$ cat src/rtl/dmem_ctrl_wbuf.sv
// MIPS32 MEM-stage data-memory controller: posted-write buffer, registered req/ack memory FSM,
// big-endian byte lanes, LL/SC reservation tracking and SYNC drain.
module dmem_ctrl_wbuf #(
  parameter int unsigned DATA_W     = 32,
  parameter int unsigned WB_DEPTH   = 4,
  parameter logic [31:0] UMEM_LOWER = 32'h0001_0000
) (
  input  logic                clock,
  input  logic                reset,
  input  logic                req_read,
  input  logic                req_write,
  input  logic [31:0]         addr,
  input  logic [DATA_W-1:0]   wdata,
  input  logic [1:0]          size,
  input  logic                sign_ext,
  input  logic                kernel_mode,
  input  logic                llsc,
  input  logic                eret,
  input  logic                sync_req,
  output logic [DATA_W-1:0]   rdata,
  output logic                stall,
  output logic                exc_adel,
  output logic                exc_ades,
  output logic [31:0]         mem_addr,
  output logic [DATA_W-1:0]   mem_wdata,
  output logic [DATA_W/8-1:0] mem_be,
  output logic                mem_read,
  output logic                mem_write,
  input  logic                mem_ack,
  input  logic [DATA_W-1:0]   mem_rdata
);

  localparam int unsigned NB = DATA_W / 8;
  localparam int unsigned LW = $clog2(NB);
  localparam int unsigned PW = $clog2(WB_DEPTH);
  localparam int unsigned CW = PW + 1;

  typedef enum logic [1:0] {StIdle, StRdWait, StWrWait} state_e;

  state_e              state_q, state_d;
  logic [31:0]         mem_addr_q, mem_addr_d;
  logic [DATA_W-1:0]   mem_wdata_q, mem_wdata_d;
  logic [NB-1:0]       mem_be_q, mem_be_d;
  logic [PW-1:0]       wr_ptr_q, wr_ptr_d, rd_ptr_q, rd_ptr_d;
  logic [CW-1:0]       count_q, count_d;
  logic                resv_valid_q, resv_valid_d;
  logic [31:0]         resv_addr_q, resv_addr_d;

  logic [31:0]         buf_addr_q [WB_DEPTH];
  logic [DATA_W-1:0]   buf_data_q [WB_DEPTH];
  logic [NB-1:0]       buf_be_q   [WB_DEPTH];

  logic [31:0]         gran_addr;
  logic [3:0]          nbytes, lane_lo;
  logic [15:0]         be_wide;
  logic [NB-1:0]       acc_be;
  logic [DATA_W-1:0]   rep_data, shifted, ld_ext;
  logic                sign_bit, misalign, priv_err, exc;
  logic                ld_ok, st_ok, full, hazard, resv_hit, enq, pop, rd_done;

  assign gran_addr = {addr[31:LW], {LW{1'b0}}};
  assign nbytes    = 4'd1 << size;
  // Big-endian: byte offset 0 sits in the most significant lane.
  assign lane_lo   = 4'(NB) - 4'(addr[LW-1:0]) - nbytes;
  assign be_wide   = ((16'd1 << nbytes) - 16'd1) << lane_lo;
  assign acc_be    = be_wide[NB-1:0];

  always_comb begin
    misalign = 1'b0;
    case (size)
      2'd1:    misalign = addr[0];
      2'd2:    misalign = |addr[1:0];
      2'd3:    misalign = (DATA_W != 64) || (|addr[2:0]);
      default: misalign = 1'b0;
    endcase
  end

  assign priv_err = ~kernel_mode & (addr < UMEM_LOWER);
  assign exc      = misalign | priv_err;
  assign exc_adel = req_read & exc;
  assign exc_ades = req_write & exc;
  assign ld_ok    = req_read & ~exc;
  assign st_ok    = req_write & ~req_read & ~exc;

  assign full     = (count_q == CW'(WB_DEPTH));
  assign resv_hit = resv_valid_q & (resv_addr_q == gran_addr);
  assign enq      = st_ok & ~full & (~llsc | resv_hit);
  assign pop      = (state_q == StWrWait) & mem_ack;
  assign rd_done  = (state_q == StRdWait) & mem_ack;

  always_comb begin
    hazard = 1'b0;
    for (int i = 0; i < int'(WB_DEPTH); i++) begin
      logic [CW-1:0] rel;
      rel = CW'(PW'(i) - rd_ptr_q);
      if (rel < count_q && buf_addr_q[i] == gran_addr) hazard = 1'b1;
    end
  end

  always_comb begin
    case (size)
      2'd0:    rep_data = {NB{wdata[7:0]}};
      2'd1:    rep_data = {(NB / 2){wdata[15:0]}};
      2'd2:    rep_data = {(NB / 4){wdata[31:0]}};
      default: rep_data = wdata;
    endcase
  end

  assign shifted = mem_rdata >> {lane_lo, 3'b000};

  always_comb begin
    case (size)
      2'd0:    sign_bit = shifted[7];
      2'd1:    sign_bit = shifted[15];
      2'd2:    sign_bit = shifted[31];
      default: sign_bit = shifted[DATA_W-1];
    endcase
    ld_ext = '0;
    for (int i = 0; i < int'(DATA_W); i++) begin
      ld_ext[i] = (i < 8 * int'(nbytes)) ? shifted[i] : (sign_ext & sign_bit);
    end
  end

  always_comb begin
    rdata = '0;
    if (st_ok && llsc)       rdata = {{(DATA_W - 1){1'b0}}, resv_hit};
    else if (ld_ok && rd_done) rdata = ld_ext;
  end

  always_comb begin
    stall = 1'b0;
    if (ld_ok)      stall = ~rd_done;
    else if (st_ok) stall = full;
    if (sync_req && (count_q != '0 || state_q != StIdle)) stall = 1'b1;
  end

  always_comb begin
    state_d     = state_q;
    mem_addr_d  = mem_addr_q;
    mem_wdata_d = mem_wdata_q;
    mem_be_d    = mem_be_q;
    case (state_q)
      StIdle: begin
        // A hazard-free load wins over draining the buffer.
        if (ld_ok && !hazard) begin
          state_d     = StRdWait;
          mem_addr_d  = gran_addr;
          mem_wdata_d = '0;
          mem_be_d    = acc_be;
        end else if (count_q != '0) begin
          state_d     = StWrWait;
          mem_addr_d  = buf_addr_q[rd_ptr_q];
          mem_wdata_d = buf_data_q[rd_ptr_q];
          mem_be_d    = buf_be_q[rd_ptr_q];
        end
      end
      StRdWait: if (mem_ack) state_d = StIdle;
      StWrWait: if (mem_ack) state_d = StIdle;
      default:  state_d = StIdle;
    endcase
  end

  always_comb begin
    wr_ptr_d     = wr_ptr_q + PW'(enq);
    rd_ptr_d     = rd_ptr_q + PW'(pop);
    count_d      = count_q + CW'(enq) - CW'(pop);
    resv_valid_d = resv_valid_q;
    resv_addr_d  = resv_addr_q;
    if (ld_ok && llsc && rd_done) begin
      resv_valid_d = 1'b1;
      resv_addr_d  = gran_addr;
    end
    if ((enq && resv_hit) || (st_ok && llsc && !full) || eret) resv_valid_d = 1'b0;
  end

  always_ff @(posedge clock or posedge reset) begin
    if (reset) begin
      state_q      <= StIdle;
      mem_addr_q   <= '0;
      mem_wdata_q  <= '0;
      mem_be_q     <= '0;
      wr_ptr_q     <= '0;
      rd_ptr_q     <= '0;
      count_q      <= '0;
      resv_valid_q <= 1'b0;
      resv_addr_q  <= '0;
    end else begin
      state_q      <= state_d;
      mem_addr_q   <= mem_addr_d;
      mem_wdata_q  <= mem_wdata_d;
      mem_be_q     <= mem_be_d;
      wr_ptr_q     <= wr_ptr_d;
      rd_ptr_q     <= rd_ptr_d;
      count_q      <= count_d;
      resv_valid_q <= resv_valid_d;
      resv_addr_q  <= resv_addr_d;
    end
  end

  // Entry storage needs no reset: occupancy is tracked by the pointers and count.
  always_ff @(posedge clock) begin
    if (enq) begin
      buf_addr_q[wr_ptr_q] <= gran_addr;
      buf_data_q[wr_ptr_q] <= rep_data;
      buf_be_q[wr_ptr_q]   <= acc_be;
    end
  end

  assign mem_addr  = mem_addr_q;
  assign mem_wdata = mem_wdata_q;
  assign mem_be    = mem_be_q;
  assign mem_read  = (state_q == StRdWait);
  assign mem_write = (state_q == StWrWait);

endmodule

$ cat config.mk
export PLATFORM = sky130hd
export DESIGN_NAME = dmem_ctrl_wbuf
export DESIGN_NICKNAME = d
export VERILOG_FILES = /design/src/rtl/dmem_ctrl_wbuf.sv
export SDC_FILE = /design/constraint.sdc
export NUM_CORES = 1
export LEC_CHECK = 0
export CAP_MARGIN = 30
export CORE_MARGIN = 1
export CORE_UTILIZATION = 41
export DETAILED_ROUTE_END_ITERATION = 8
export GPL_TIMING_DRIVEN = 0
export SLEW_MARGIN = 20
export SYNTH_ARGS = -nofsm -noshare
export SYNTH_HDL_FRONTEND = slang
export SYNTH_SLANG_ARGS = --single-unit
$ cat constraint.sdc
create_clock -name clock -period 6.8 [get_ports clock]
set_input_delay 1.02 -clock clock [delete_from_list [all_inputs] [get_ports clock]]
set_output_delay 1.02 -clock clock [all_outputs]
set_load 0.02 [all_outputs]
==> results.md <==
- Run status: finished clean
- Post-route cell area: 22400 um2
- Number of antenna violations at the first check in global routing: 1
- Number of enable flip-flop cells after synthesis: 264
- Total Neg Setup Slack: 0 ns
- Max FO, Critical Path: 19
- Total clock buffers created by CTS: 40
- Detailed-router iteration count before antenna repair: 5
- Overall overflow remaining after global route: 0
- Routed wire length: 51600 um
- Clock slew at the register clock pins of the worst setup and hold paths: 0.06 ns
- Post-detailed-route count of antenna-violating nets: 0
- Total length of routed met3 wires: 3970 um
- FP Rows: 75
- Placeable core region: 42300 um2
- Final period utilization: 91.5%
- Synth-to-layout area growth: 26.2%
- Length of routed met2 wiring: 24300 um
- Final Hold Violating Endpoints: 0
- Total design power: 8.49 mW
- Synth top area cells: edfxtp_1 45%, dfrtp_1 15%, mux4_2 8.4%, xor2_1 6.5%, mux2_2 3.7%
- Via count of the first global-routing pass: 11800
- Pin slew with the least headroom to its limit: 0.998 ns
- Top metal layer carrying routed signals: met5
- Die area: 44100 um2
- Root Buffer: clkbuf_16
- Total track usage: 23.8%
- NumNets Final: 1609
- Worst hold path class: flip-flop to flip-flop
- Routed length on met1: 22200 um
- Ys async rst share: 28.6%
- PwrDens: 379 nW/um2
- Final std cells w/o fill: 2090
- Cts-stage hold buffer count: 0
- Total count of max-transition violations in the final report: 0
- Final worst clock skew: 0.0282 ns
- Starting density of the core: 41.9%
- Post-Synthesis Cell Area: 17700 um2
- Clock period minus final worst setup slack: 6.22 ns
- Req. time, crit path: 5.78 ns
- Avg Synthesized Cell Area: 15.0 um2
- Chip width: 210 um
- Largest stage delay, worst path: 0.63 ns
- Largest vdd supply drop: 176 uV
- TritonCTS Sinks: 370
- Pin count of the biggest net entering global routing: 84
- Relative max-transition margin: 33.4%
- Lkg Pwr: 8.42 nW
- Via density per instance: 5.45
- Port-buffer cells: 208
- Cell chain of the critical path: buf_2 > buf_2 > clkbuf_2 > nand2_1 > fa_1 > nand3b_1 > a211o_1 > a21o_1 > o21ai_0 > a21oi_1 > or2_2 > clkbuf_1 > clkbuf_1 > a21oi_1 > clkdlybuf4s50_1
- Warning count from the yosys run: 0
- CTS tree: done
- Placed Instances: 2015
- Synth Register Bits: 370
- Post-placement cell area: 21000 um2
- Max Cap Viol: 0
- CTS max path bufs: 3
- First-pass GRT wire length: 76300 um
- Worst hold slack across all endpoints: 0.508 ns
- Standard cell with the maximum stage delay on the critical path: clkdlybuf4s50_1
- Worst Path Class, Setup: primary input to output port
- Critical Path Source Type: primary input
- Average wire length per cell after detail routing: 24.7 um
- Layout cell share with drive strength beyond 1: 24.3%
- Main synth FF type: edfxtp_1
- RD Place Congestion: 0.886
- Gate count after technology mapping: 1185
- Die height: 210 um
- Fraction of the yosys area taken by sequential cells: 59.7%
- Initial drt markers: 941
- DP Wirelength: 38800 um
- Dominant cell type by area after synthesis: edfxtp_1
- Final number of setup-violating endpoints: 0
- Unrepaired setup endpoints after global routing: false
- Antenna diodes: 0
- Post-synth top area share: 44.7%
- DR vias: 11400
- H-Tree Level Count: 2
- Arrival time worst endpoint: 5.20 ns
- Clock insertion delay at the later pin of the skew report: 0.56 ns
- Element type at the critical path end: output port
- DRC Markers: 0
- Timing-limited maximum frequency: 0.161 GHz
- Netlist cell types: 53
- Number of ports placed on the die boundary: 213
-- Yosys cell counts (8+ instances only) --
cell       instances
a22o_1            32
ha_1              18
edfxtp_1         264
nor4_1            35
nand4_1           14
inv_1             22
nor3_1             8
nand2_1           48
clkbuf_1          36
mux2_2            59
dfrtp_1          106
mux4_2            66
buf_2             41
nor2_1            21
nand3_1           16
mux2i_1           53
a2bb2oi_2         30
xor2_1           132
a21oi_1           40
xnor2_1           24
o21ai_0           21
or2_2             36
-- final timing paths --
check	startpoint	endpoint	slack, ns	cells after the start
worst max-delay path	size[1]	rdata[30]	0.58	15
worst min-delay path	mem_wdata[23]	mem_wdata[23]	0.51	1
max in group asynchronous	reset	resv_addr_q[3]	5.22	3
worst min register to register	mem_wdata[23]	mem_wdata[23]	0.51	1
worst max register to register	rd_ptr_q[1]	mem_addr[11]	1.96	13
min in group asynchronous	reset	mem_wdata[21]	0.82	2
-- kinds of logic after synthesis --
logic type	share of synthesized area [%]
flip-flops	59.7
adder cells (fa/ha/maj)	1.50
AO/OA/AOI/OAI	7.26
multiplexers	15.1
buffers and inverters	3.04
other	0.0211
AND/OR/NAND/NOR	5.71
XOR/XNOR	7.70
-- metal layers --
metal / vias to the layer above / GRT usage [%]
li1: 5060 / -
met1: 5849 / 32.7
met2: 403 / 37.9
met3: 70 / 5.99
met4: 2 / 5.89
met5: - / 0
-- timing repair --
action / 4_1_cts / 5_1_grt
endpoints found under the setup margin: 16 / 10
setup buffers: 0 / 0
gates resized for setup: 2 / 5
-- cell usage in the layout (no fill, tap or decap), types with 40 or more instances in the layout --
master	netlist	final
buf_2	41	42
clkbuf_1	36	45
clkbuf_16	0	40
clkdlybuf4s50_1	0	208
dfrtp_1	106	106
edfxtp_1	264	264
mux2_2	59	59
mux2i_1	53	53
mux4_2	66	66
nand2_1	48	48
xor2_1	132	132
-- critical path, delay by kind of cell --
family	cells	cell delay [ns]
AO/OA/AOI/OAI	5	0.91
adder cells (fa/ha/maj)	1	0.54
buffers and inverters	6	2.05
AND/OR/NAND/NOR	3	0.68
-- where the power goes --
part / switching, mW / internal [mW]
registers: 0.248 / 2.78
logic: 1.63 / 1.58
clock network: 0.905 / 1.35
total: 2.78 / 5.71
-- stage by stage --
stage | setup slack [ns] | utilization (%)
2_1_floorplan | -0.626 | -
6_report | 0.576 | 52.9
3_5_place_dp | -0.406 | 49.6
3_3_place_gp | -6.63 | 48.5
4_1_cts | 0.0388 | 52.9
5_1_grt | 0.234 | 52.9
-- area by class of cell --
cell class,instances,area [um2]
plain buffers,92,457
clock buffers,61,1170
clock inverters,13,198
fillers,3606,19900
inverters,22,90.1
multi-input cells,701,6650
flip-flops and latches,370,10600
well taps,577,722
repair buffers,254,2520
-- flip-flops by register name, indices dropped and copies added, names as in the netlist --
signal and flops:
buf_data_q 128, buf_addr_q 120, mem_wdata 32, mem_addr 30, resv_addr_q 30, buf_be_q 16, mem_be 4, count_q 3
rd_ptr_q 2, state_q 2, wr_ptr_q 2, resv_valid_q 1
Power figures use the tool's default switching activity.
